**src/rtl/acumulador_suma_if.sv**
```systemverilog
// Handshake bundle between the selective-adder feed, the accumulator and its consumer.
// The producer/consumer side uses the master modport. The accumulator uses the slave modport.
interface acumulador_suma_if #(
    parameter int NB_IN      = 4,
    parameter int NB_ACC     = 8,
    parameter int N_MUESTRAS = 4
);
    localparam int NB_CNT = $clog2(N_MUESTRAS + 1);

    logic              i_valid;
    logic [NB_IN-1:0]  i_data;
    logic              i_clear;
    logic              i_ack;
    logic              o_ready;
    logic [NB_ACC-1:0] o_acc;
    logic              o_valid;
    logic              o_overflow;
    logic [NB_CNT-1:0] o_count;

    modport master (
        output i_valid, i_data, i_clear, i_ack,
        input  o_ready, o_acc, o_valid, o_overflow, o_count
    );

    modport slave (
        input  i_valid, i_data, i_clear, i_ack,
        output o_ready, o_acc, o_valid, o_overflow, o_count
    );
endinterface

```
**src/rtl/acumulador_suma.sv**
```systemverilog
// Saturating block accumulator: sums N_MUESTRAS accepted samples and holds the
// result with o_valid until the consumer acknowledges it.
module acumulador_suma #(
    parameter int NB_IN      = 4,
    parameter int NB_ACC     = 8,
    parameter int N_MUESTRAS = 4
) (
    input  logic              clock,
    input  logic              i_reset,
    acumulador_suma_if.slave  bus
);
    localparam int NB_CNT = $clog2(N_MUESTRAS + 1);

    typedef enum logic {
        ACUM = 1'b0,
        DONE = 1'b1
    } state_t;

    state_t            state_q, state_d;
    logic [NB_ACC-1:0] acc_q,   acc_d;
    logic [NB_CNT-1:0] count_q, count_d;
    logic              ovf_q,   ovf_d;
    logic [NB_ACC:0]   sum;

    assign sum = {1'b0, acc_q} + {{(NB_ACC + 1 - NB_IN){1'b0}}, bus.i_data};

    always_comb begin
        // NOTE: every next-state signal defaults to its current value first, so no
        // path through the case below can leave one unassigned and infer a latch.
        state_d = state_q;
        acc_d   = acc_q;
        count_d = count_q;
        ovf_d   = ovf_q;

        unique case (state_q)
            ACUM: begin
                if (bus.i_valid) begin
                    if (sum[NB_ACC]) begin
                        acc_d = '1;
                        ovf_d = 1'b1;
                    end else begin
                        acc_d = sum[NB_ACC-1:0];
                    end
                    count_d = count_q + 1'b1;
                    if (count_q == NB_CNT'(N_MUESTRAS - 1)) begin
                        state_d = DONE;
                    end
                end
            end
            DONE: begin
                if (bus.i_ack) begin
                    state_d = ACUM;
                    acc_d   = '0;
                    count_d = '0;
                    ovf_d   = 1'b0;
                end
            end
            default: state_d = ACUM;
        endcase

        // Clear overrides normal operation, in either state.
        if (bus.i_clear) begin
            state_d = ACUM;
            acc_d   = '0;
            count_d = '0;
            ovf_d   = 1'b0;
        end
    end

    always_ff @(posedge clock) begin
        // NOTE: non-blocking assignments here so every register samples the
        // pre-edge values, independent of statement order.
        if (i_reset) begin
            state_q <= ACUM;
            acc_q   <= '0;
            count_q <= '0;
            ovf_q   <= 1'b0;
        end else begin
            state_q <= state_d;
            acc_q   <= acc_d;
            count_q <= count_d;
            ovf_q   <= ovf_d;
        end
    end

    assign bus.o_ready    = (state_q == ACUM);
    assign bus.o_valid    = (state_q == DONE);
    assign bus.o_acc      = acc_q;
    assign bus.o_overflow = ovf_q;
    assign bus.o_count    = count_q;
endmodule

```
**src/flat_wrapper.sv**
```systemverilog
// flat-port wrapper written by rule: the top's interface ports become plain ports
module acumulador_suma_flat 
#(
    parameter int NB_IN      = 4,
    parameter int NB_ACC     = 8,
    parameter int N_MUESTRAS = 4
)
  (clock, i_reset, bus_i_valid, bus_i_data, bus_i_clear, bus_i_ack, bus_o_ready, bus_o_acc, bus_o_valid, bus_o_overflow, bus_o_count);
  acumulador_suma_if #(.NB_IN(NB_IN), .NB_ACC(NB_ACC), .N_MUESTRAS(N_MUESTRAS)) bus_i ();
  input  logic clock;
  input  logic i_reset;
  input wire logic [$bits(bus_i.i_valid)-1:0] bus_i_valid;
  input wire logic [$bits(bus_i.i_data)-1:0] bus_i_data;
  input wire logic [$bits(bus_i.i_clear)-1:0] bus_i_clear;
  input wire logic [$bits(bus_i.i_ack)-1:0] bus_i_ack;
  output wire logic [$bits(bus_i.o_ready)-1:0] bus_o_ready;
  output wire logic [$bits(bus_i.o_acc)-1:0] bus_o_acc;
  output wire logic [$bits(bus_i.o_valid)-1:0] bus_o_valid;
  output wire logic [$bits(bus_i.o_overflow)-1:0] bus_o_overflow;
  output wire logic [$bits(bus_i.o_count)-1:0] bus_o_count;
  assign bus_i.i_valid = bus_i_valid;
  assign bus_i.i_data = bus_i_data;
  assign bus_i.i_clear = bus_i_clear;
  assign bus_i.i_ack = bus_i_ack;
  assign bus_o_ready = bus_i.o_ready;
  assign bus_o_acc = bus_i.o_acc;
  assign bus_o_valid = bus_i.o_valid;
  assign bus_o_overflow = bus_i.o_overflow;
  assign bus_o_count = bus_i.o_count;
  acumulador_suma #(.NB_IN(NB_IN), .NB_ACC(NB_ACC), .N_MUESTRAS(N_MUESTRAS)) u_core (.clock(clock), .i_reset(i_reset), .bus(bus_i));
endmodule
```
**config.mk**
```make
export PLATFORM = sky130hd
export DESIGN_NAME = acumulador_suma_flat
export DESIGN_NICKNAME = d
export VERILOG_FILES = /design/src/rtl/acumulador_suma_if.sv /design/src/rtl/acumulador_suma.sv /design/src/flat_wrapper.sv
export SDC_FILE = /design/constraint.sdc
export NUM_CORES = 1
export LEC_CHECK = 0
export ABC_AREA = 1
export CAP_MARGIN = 20
export CORE_UTILIZATION = 48
export CTS_CLUSTER_DIAMETER = 150
export DETAILED_ROUTE_END_ITERATION = 10
export PLACE_DENSITY = 0.86
export SETUP_SLACK_MARGIN = 0.2
export SLEW_MARGIN = 20
export SYNTH_ARGS = -nofsm -noshare
export SYNTH_HDL_FRONTEND = slang
export SYNTH_SLANG_ARGS = --single-unit
```
**constraint.sdc**
```tcl
create_clock -name clock -period 3 [get_ports clock]
set_clock_uncertainty 0.1 [all_clocks]
set_input_delay 0.6 -clock clock [delete_from_list [all_inputs] [get_ports clock]]
set_output_delay 0.6 -clock clock [all_outputs]
set_load 0.05 [all_outputs]
```
; Word level (Yosys, flattened, before mapping)
; Cells that the tools add are included.
[classes]
n_bitwise = 1
shifts = 0
eq_ne = 4
n_div = 0
n_mux = 15
reduce_logical = 3
magnitude_cmp = 0
n_mul = 0
add_sub_neg = 2
[ops]
columns = op, n
row1 = 8-bit two-way mux, 3
row2 = 8-bit case mux with 2 select lines, 1
row3 = 8-bit by 4-bit adder with 9-bit output, 1
row4 = 1-bit two-way mux, 6
row5 = 3-bit two-way mux, 2
row6 = 3-bit case mux with 2 select lines, 1
row7 = 2-bit inequality test (second input constant), 2
row8 = 1-bit case mux with 2 select lines, 2
row9 = 3-bit by 1-bit adder with 3-bit output (second input constant), 1
row10 = 3-bit by 2-bit equality test with 1-bit output (second input constant), 1
row11 = 3-bit AND reduction, 1
row12 = 2-bit by 1-bit inequality test with 1-bit output (second input constant), 1
row13 = 2-bit AND reduction, 1
row14 = 2-bit OR reduction, 1
row15 = 1-bit NOT, 1
[word_totals]
ramBits = 0
in_bits = 9
register_bits = 13
out_inout_bits = 14
elab_cells = 29
mem_bits_ro = 0
n_memories = 0
latchBits = 0

; Depth between registers and ports, before layout
; Gate-level depths: netlist of the first run.
[depth]
depth_word = 4
mapped_depth = 9
ltp_nobuf = 9

; Least setup slack after synthesis of the first run
; Ideal clock, no wire load.
[synth_path]
kind = in2reg
from = input bus_i_data[0]
to = register u_core.ovf_q (netlist: u_core.bus.o_overflow)
n_path_buf = 0
required_time_ns = 2.785
path_stages = 7
slack_ns = 1.098
setup_ns = 0.115
t_arrival_ns = 1.686
path_cell_list = ha_1 > fa_1 > nand3_1 > nand2_2 > nand3_4 > nor2_1 > o21ba_2
[synth_via]
elab_chain_cells = 3
[synth_lines]
columns = element, line
row1 = start: declaration, flat_wrapper.sv:13  ; input wire logic [$bits(bus_i.i_data)-1:0] bus_i_data;
row2 = 8-bit by 4-bit adder with 9-bit output, acumulador_suma.sv:25  ; assign sum = {1'b0, acc_q} + {{(NB_ACC + 1 - NB_IN){1'b0}}, bus.i_data};
row3 = 2-bit by 1-bit inequality test with 1-bit output (no source line), n/a
row4 = 3-bit AND reduction (no source line), n/a
row5 = end signal: assignment, acumulador_suma.sv:82  ; ovf_q <= ovf_d;
row6 = end: declaration, acumulador_suma.sv:22  ; logic ovf_q, ovf_d;
; No other way between the ends.
; A chain may end at the register's enable or synchronous reset.

; Worst setup path in the final report of the first run
[layout_path]
from = register u_core.acc_q[4] (netlist: u_core.bus.o_acc[4])
to = output bus_o_acc[4]
[layout_rtl]
columns = element, line
row1 = start: declaration, acumulador_suma.sv:20  ; logic [NB_ACC-1:0] acc_q, acc_d;
row2 = start signal: assignment, acumulador_suma.sv:75  ; acc_q <= '0;
row3 = start signal: assignment, acumulador_suma.sv:80  ; acc_q <= acc_d;
row4 = end: declaration, flat_wrapper.sv:17  ; output wire logic [$bits(bus_i.o_acc)-1:0] bus_o_acc;
; No word-level cell between the ends.

==> results.tsv, run 1 <==
stage	metric	value	unit
run_status	outcome	completed	
floorplan	Die Ht	44.1	µm
floorplan	# IOs	23	
layout	multi-input gate area in the final layout	499	µm²
floorplan	Row Count	14	
worst_setup_path	critical path type	register to output pin	
floorplan	Initial Utilization	54.0	%
sta	final setup fails	0	
worst_setup_path	Buffers & Inverters on Critical Path	1	
logic_synthesis	post-synth cell types	27	
sta	Final Max Slew Viols	0	
worst_setup_path	slowest stage delay, CP	0.88	ns
sta	fmax	0.417	GHz
layout	commonest cells after routing, fill and taps aside	nand2_1, clkdlybuf4s50_1, dfxtp_1	
layout	share of cells above drive strength 1	13.4	%
sta	Final Hold Slack	0.384	ns
global_route	initial antenna violation count	0	
power_and_ir_drop	Pwr Density	328	nW/µm²
sta	Fin. Hold Viols	0	
detailed_routing	DR vias	849	
clock_tree	CTS tree	built	
sta	fin crit share	79.9	%
detailed_routing	wire length per cell	11.7	µm
worst_setup_path	CP Max Fanout	10	
sta	RSZ-0062 raised after global routing	false	
global_route	total track usage	21.2	%
logic_synthesis	Synth Instances	118	
layout	antenna cells	0	
layout	Layout fillers	135	
power_and_ir_drop	maximum VDD drop	0.288	mV
logic_synthesis	Yosys warning count	0	
logic_synthesis	register area share after synthesis	30.6	%
worst_setup_path	Worst path top cell family by delay	buffers and inverters	
global_route	vias in the first global route	776	
layout	Layout area overhead	28.4	%
detailed_routing	# DRC	0	
power_and_ir_drop	LEAKAGE	0.472	nW
worst_setup_path	Critical Path AT	1.70	ns
sta	Slew headroom	66.3	%
hold_path	worst hold path depth	1	
place	Placer Congestion	0.799	
layout	fin nets	159	
detailed_routing	first drt pass iteration count	4	
sta	Final min period	2.40	ns
clock_tree	worst skew pair latency	0.28	ns
worst_setup_path	Worst Setup End Kind	output pin	
layout	most common cell after layout, fill and taps aside	nand2_1	
detailed_routing	Via density	5.37	
worst_setup_path	FF-to-FF Start	u_core.bus.o_acc[0]	
run	# Max-Cap Violations	0	
logic_synthesis	syn_nets	134	
clock_tree	Root Buffer	clkbuf_4	
worst_setup_path	Register-to-Register Setup Slack	1.27	ns
clock_tree	Num CTS Buffers	3	
detailed_routing	Antenna Nets Post-Route	0	
worst_setup_path	FF-to-FF End	u_core.bus.o_overflow	
worst_setup_path	Worst R2R Path Depth	7	
hold_path	hold_sp	u_core.bus.o_count[0]	
floorplan	die width	44.1	µm
hold_path	Hold Path Class	register to register	
clock_tree	postcts setup bufs	0	
place	I/O Buffers	22	
worst_setup_path	WP data required	2.30	ns
worst_setup_path	CP Cell Sequence	clkdlybuf4s50_1	
floorplan	DIE AREA	1940	µm²
logic_synthesis	Synth Cell Area	851	µm²
global_route	largest net degree at the start of global routing	12	
clock_tree	# hold bufs at CTS	0	
clock_tree	TritonCTS Sinks	13	
global_route	first-pass GRT wire length	3130	µm
logic_synthesis	syn avg cell area	7.21	µm²
hold_path	Hold Path Sink	u_core.bus.o_count[0]	
place	post-DP HPWL	1430	µm
sta	Least-Margin Pin Slew	0.503	ns
clock_tree	clk slew on worst S/H paths	0.08	ns
clock_tree	clk buf depth	2	
logic_synthesis	number of synthesized register bits	13	
sta	total negative setup slack	0	ns
global_route	GR Overflow Total	0	
detailed_routing	1st-iter DRT viols	13	
detailed_routing	Post-Route WL	1850	µm
clock_tree	PostCTS Resize Cnt	0	
floorplan	core footprint	1580	µm²
layout	total area of sequential cells	260	µm²
worst_setup_path	Startpoint Class	register	
clock_tree	H-tree Lvls	1	
worst_setup_path	slowest CP cell	clkdlybuf4s50_1	
[metal layers]
layer	vias to the layer above	GRT usage [%]	routed length, µm
li1	424	-	-
met1	392	27.9	873
met2	25	32.9	844
met3	8	2.45	86
met4	0	12.7	47
met5	-	0	0
[flip-flops by register name, summed over array words and instances (netlist names)]
name / count
u_core.bus.o_acc: 8
u_core.bus.o_count: 3
u_core.bus.o_overflow: 1
u_core.bus.o_valid: 1
[per-stage QoR]
step / area (µm²) / utilization [%] / setup slack, ns / power [W] / instances
6_report: 1090 / 69.3 / 0.604 / 0.000359 / 158
5_1_grt: 1090 / 69.3 / 0.521 / 0.000373 / 158
2_1_floorplan: 851 / - / 1.10 / 0.000227 / 118
3_5_place_dp: 1070 / 67.6 / 0.591 / 0.000250 / 154
4_1_cts: 1090 / 69.3 / 0.588 / 0.000360 / 158
3_3_place_gp: 1070 / 67.6 / 0.627 / 0.000249 / 154
[cell type report]
class | count | share of cell area, %
clock buffers | 4 | 2.41
inverters | 17 | 6.07
multi-input cells | 86 | 45.7
flip-flops and latches | 13 | 23.8
well taps | 16 | 1.83
repair buffers | 22 | 20.2
[worst max path at each step]
| stage | start | end | slack, ns | cells past startpoint |
|---|---|---|---|---|
| 2_1_floorplan | bus_i_data[0] | u_core.bus.o_overflow | 1.10 | 7 |
| 3_3_place_gp | bus_i_data[0] | u_core.bus.o_overflow | 0.63 | 8 |
| 3_5_place_dp | bus_i_data[0] | u_core.bus.o_overflow | 0.59 | 8 |
| 4_1_cts | u_core.bus.o_acc[4] | bus_o_acc[4] | 0.59 | 1 |
| 5_1_grt | u_core.bus.o_acc[4] | bus_o_acc[4] | 0.52 | 1 |
| 6_report | u_core.bus.o_acc[4] | bus_o_acc[4] | 0.60 | 1 |
[synthesized netlist by cell type]
cell | n | area (µm²)
inv_4 | 1 | 6.26
clkbuf_8 | 1 | 13.8
o21ai_0 | 3 | 15.0
nand2_2 | 2 | 12.5
nor2_2 | 1 | 6.26
inv_1 | 12 | 45.0
buf_6 | 1 | 11.3
nand3_2 | 3 | 30.0
nand4_1 | 2 | 12.5
a21oi_1 | 11 | 55.1
inv_2 | 3 | 11.3
nand3b_1 | 1 | 7.51
clkinv_1 | 1 | 3.75
nand2_1 | 35 | 131
o21ba_2 | 1 | 10.0
dfxtp_1 | 13 | 260
nand3_1 | 5 | 25.0
or2_2 | 1 | 6.26
fa_1 | 1 | 20.0
a21oi_2 | 1 | 8.76
o22ai_1 | 1 | 6.26
nand2_4 | 1 | 11.3
nor2_1 | 8 | 30.0
ha_1 | 6 | 75.1
o21bai_1 | 1 | 7.51
nor2_4 | 1 | 11.3
nand3_4 | 1 | 17.5
[power breakdown]
| group | internal, W | switching, W |
|---|---|---|
| logic | 0.0000278 | 0.0000406 |
| clock network | 0.0000516 | 0.0000602 |
| registers | 0.000176 | 0.00000313 |
| total | 0.000255 | 0.000104 |
[cells by family (layout without fill, tap and decap cells)]
kind of cell	count (synthesis)	after routing	share of synthesized area, %
AND/OR/NAND/NOR	61	61	35.4
buffers and inverters	19	43	10.7
AO/OA/AOI/OAI	18	18	12.1
flip-flops	13	13	30.6
adder cells (fa/ha/maj)	7	7	11.2
No activity file was read; power rests on OpenSTA's default activity.
==> run 2: changes to the inputs <==
--- a/config.mk
+++ b/config.mk
@@ -7,10 +7,10 @@
 export LEC_CHECK = 0
 export ABC_AREA = 1
 export CAP_MARGIN = 20
-export CORE_UTILIZATION = 48
+export CORE_UTILIZATION = 42
 export CTS_CLUSTER_DIAMETER = 150
 export DETAILED_ROUTE_END_ITERATION = 10
-export PLACE_DENSITY = 0.86
+export PLACE_DENSITY = 0.8
 export SETUP_SLACK_MARGIN = 0.2
 export SLEW_MARGIN = 20
 export SYNTH_ARGS = -nofsm -noshare
==> constraint.sdc (replaced) <==
create_clock -name clock -period 2.2 [get_ports clock]
set_clock_uncertainty 0.1 [all_clocks]
set_input_delay 0.44 -clock clock [delete_from_list [all_inputs] [get_ports clock]]
set_output_delay 0.44 -clock clock [all_outputs]
set_load 0.05 [all_outputs]
==> run 2 against run 1 <==
Clock-buffer cell count is 1 lower. Power is 36% higher. Cell count rose by 6.3%. Utilization is 8.7 points lower. Sequential share of layout area is 0.24 points lower. Critical endpoint is now u_core.bus.o_overflow. Largest power group unchanged. Global-route usage is 1.0 points lower. Register-to-register slack lost 0.75 ns. Hold slack hardly changed. Sequential cell count unchanged. Via count fell by 3.9%. Combinational power rose by 31%.
==> results.tsv, run 2 (same netlist as run 1, synthesis figures left out) <==
stage	metric	value	unit	change
global_route	gr busiest metal	met2		
global_route	met3 usage	4.62	%	+2.2 points
detailed_routing	wire length per cell	10.6	µm	-9.3%
run_status	outcome	completed		
detailed_routing	first drt pass iteration count	4		unchanged
power_and_ir_drop	maximum VDD drop	0.256	mV	-11%
sta	Final Max Slew Viols	0		unchanged
worst_setup_path	FF-to-FF Start	u_core.bus.o_acc[0]		
global_route	met1 usage	26.3	%	-1.6 points
clock_tree	postcts setup bufs	0		unchanged
sta	RSZ-0062 raised after global routing	false		
layout	share of cells above drive strength 1	16.1	%	+2.7 points
clock_tree	Num CTS Buffers	3		unchanged
floorplan	die width	47.0	µm	+6.6%
global_route	GR Overflow Total	0		unchanged
clock_tree	CTS tree	built		
sta	final setup fails	0		unchanged
floorplan	DIE AREA	2210	µm²	+14%
sta	Fin. Hold Viols	0		unchanged
global_route	GR Layer Usage met2	32.8	%	-0.16 points
sta	total negative setup slack	0	ns	unchanged
power_and_ir_drop	combinational share of power	18.4	%	-0.7 points
floorplan	core footprint	1820	µm²	+15%
layout	antenna cells	0		unchanged
worst_setup_path	Register-to-Register Setup Slack	0.52	ns	-0.75 ns
place	I/O Buffers	22		unchanged
sta	Slew headroom	66.5	%	+0.15 points
clock_tree	worst skew pair latency	0.28	ns	about the same
layout	fin nets	160		+0.63%
global_route	initial antenna violation count	0		unchanged
worst_setup_path	critical path type	input pin to register		
worst_setup_path	Worst R2R Path Depth	7		unchanged
power_and_ir_drop	LEAKAGE	0.561	nW	+19%
sta	Least-Margin Pin Slew	0.502	ns	-0.00152 ns
clock_tree	Root Buffer	clkbuf_4		
clock_tree	clk buf depth	2		unchanged
global_route	total track usage	20.1	%	-1.0 points
detailed_routing	1st-iter DRT viols	8		-5
worst_setup_path	CP Capture Point	u_core.bus.o_overflow		
worst_setup_path	FF-to-FF End	u_core.bus.o_overflow		
layout	most common cell after layout, fill and taps aside	nand2_1		
detailed_routing	# DRC	0		unchanged
sta	fin crit share	85.7	%	
power_and_ir_drop	Clk pwr share	31.6	%	+0.4 points
sta	Final min period	1.88	ns	
clock_tree	H-tree Lvls	1		unchanged
detailed_routing	DR vias	816		-3.9%
worst_setup_path	Crit. Startpoint	bus_i_data[0]		
power_and_ir_drop	P_sw	0.000144	W	+38%
worst_setup_path	CP Max Fanout	7		-3
place	Placer Congestion	0.861		+7.8%
power_and_ir_drop	Design Power	0.000487	W	+36%
floorplan	Initial Utilization	46.7	%	-7.2 points
detailed_routing	Via density	4.86		-9.6%
detailed_routing	Post-Route WL	1790	µm	-3.6%
power_and_ir_drop	switching share of power	29.5	%	+0.58 points
floorplan	Die Ht	47.0	µm	+6.6%
hold_path	Hold Path Class	register to register		
floorplan	Row Count	15		+1
layout	Non-Filler Instances	168		+6.3%
worst_setup_path	WP data required	2.28	ns	-0.02 ns
power_and_ir_drop	Seq pwr share	50.1	%	+0.3 points
global_route	vias in the first global route	755		-2.7%
layout	commonest cells after routing, fill and taps aside	nand2_1, dfxtp_1, inv_1		
layout	total area of sequential cells	260	µm²	unchanged
detailed_routing	Antenna Nets Post-Route	0		unchanged
sta	fmax	0.531	GHz	
clock_tree	clk slew on worst S/H paths	0.09	ns	about the same
layout	Layout area overhead	29.7	%	
worst_setup_path	Startpoint Class	input pin		
worst_setup_path	Critical Path AT	1.97	ns	+0.27 ns
clock_tree	TritonCTS Sinks	13		unchanged
place	dpl cells	164		+6.5%
power_and_ir_drop	internal power	0.000343	W	+35%
layout	multi-input gate area in the final layout	502	µm²	+0.50%
global_route	largest net degree at the start of global routing	11		-1
layout	Layout fillers	171		+27%
worst_setup_path	Worst Setup End Kind	register		
run	# Max-Cap Violations	0		unchanged
layout	max FFs per register	8		unchanged
global_route	first-pass GRT wire length	3120	µm	-0.45%
sta	Final Hold Slack	0.384	ns	+0.000279 ns
hold_path	worst hold path depth	1		unchanged
floorplan	# IOs	23		unchanged
power_and_ir_drop	Pwr Density	441	nW/µm²	+34%
place	post-DP HPWL	1480	µm	+3.1%
-- run 2: cell types whose count changed in the layout (fill, tap and decap cells not counted), sizes merged --
cell	change
clkbuf	-1
dlygate4sd2	+11
buf	+2
clkinv	+1
clkdlybuf4s50	-14
dlymetal6s2s	+2
-- run 2: area by class of cell --
cell class,count,share of cell area [%]
tap,25,2.83
sequential,13,23.6
multi-input combinational,86,45.5
clock buffer,3,2.04
timing repair buffer,23,19.6
inverter,17,6.01
clock inverter,1,0.454
-- run 2: worst min-delay path by stage --
| stage | from | to | slack [ns] |
|---|---|---|---|
| after floorplan | bus_i_valid | u_core.bus.o_valid | 0.48 |
| after global placement | u_core.bus.o_count[0] | u_core.bus.o_count[0] | 0.37 |
| after detailed placement | u_core.bus.o_count[0] | u_core.bus.o_count[0] | 0.38 |
| after CTS | u_core.bus.o_count[0] | u_core.bus.o_count[0] | 0.39 |
| after global routing | u_core.bus.o_count[0] | u_core.bus.o_count[0] | 0.42 |
| final | u_core.bus.o_count[0] | u_core.bus.o_count[0] | 0.38 |
-- run 2: per-stage QoR --
| stage | instance area (µm²) | setup WS [ns] | util (%) |
|---|---|---|---|
| 2_1_floorplan | 851 | 0.310 | - |
| 3_3_place_gp | 1080 | -0.0109 | 59.5 |
| 3_5_place_dp | 1080 | -0.0410 | 59.5 |
| 4_1_cts | 1100 | 0.219 | 60.2 |
| 5_1_grt | 1100 | 0.233 | 60.6 |
| 6_report | 1100 | 0.315 | 60.6 |
-- run 2: layer usage --
metal	share of wire [%]	vias to the layer above
li1	-	432
met1	45	362
met2	50	18
met3	3.6	4
met4	1.2	0
met5	0	-
-- run 2: what timing repair did --
action | in CTS | in global routing
resized for setup | 11 | 3
hold buffers | 0 | 0
setup endpoints to repair | 11 | 5
pin swaps | 0 | 0
endpoints found under the hold margin | 0 | 0
gates cloned | 0 | 0
-- run 2: worst max-delay path: stages --
cell,delay (ns)
clkdlybuf4s50_1,0.40
ha_1,0.21
fa_2,0.35
nand3_1,0.10
nand2_2,0.11
nand3_4,0.12
nor2_1,0.05
o21ba_2,0.18
-- run 2: power groups by stage --
| stage | Clock, W | Sequential [W] | Combinational, W |
|---|---|---|---|
| floorplan | 0 | 0.000263 | 0.0000460 |
| global placement | 0 | 0.000249 | 0.0000913 |
| detailed placement | 0 | 0.000250 | 0.0000923 |
| CTS | 0.000156 | 0.000244 | 0.0000899 |
| global route | 0.000167 | 0.000245 | 0.0000985 |
| finish | 0.000154 | 0.000244 | 0.0000895 |
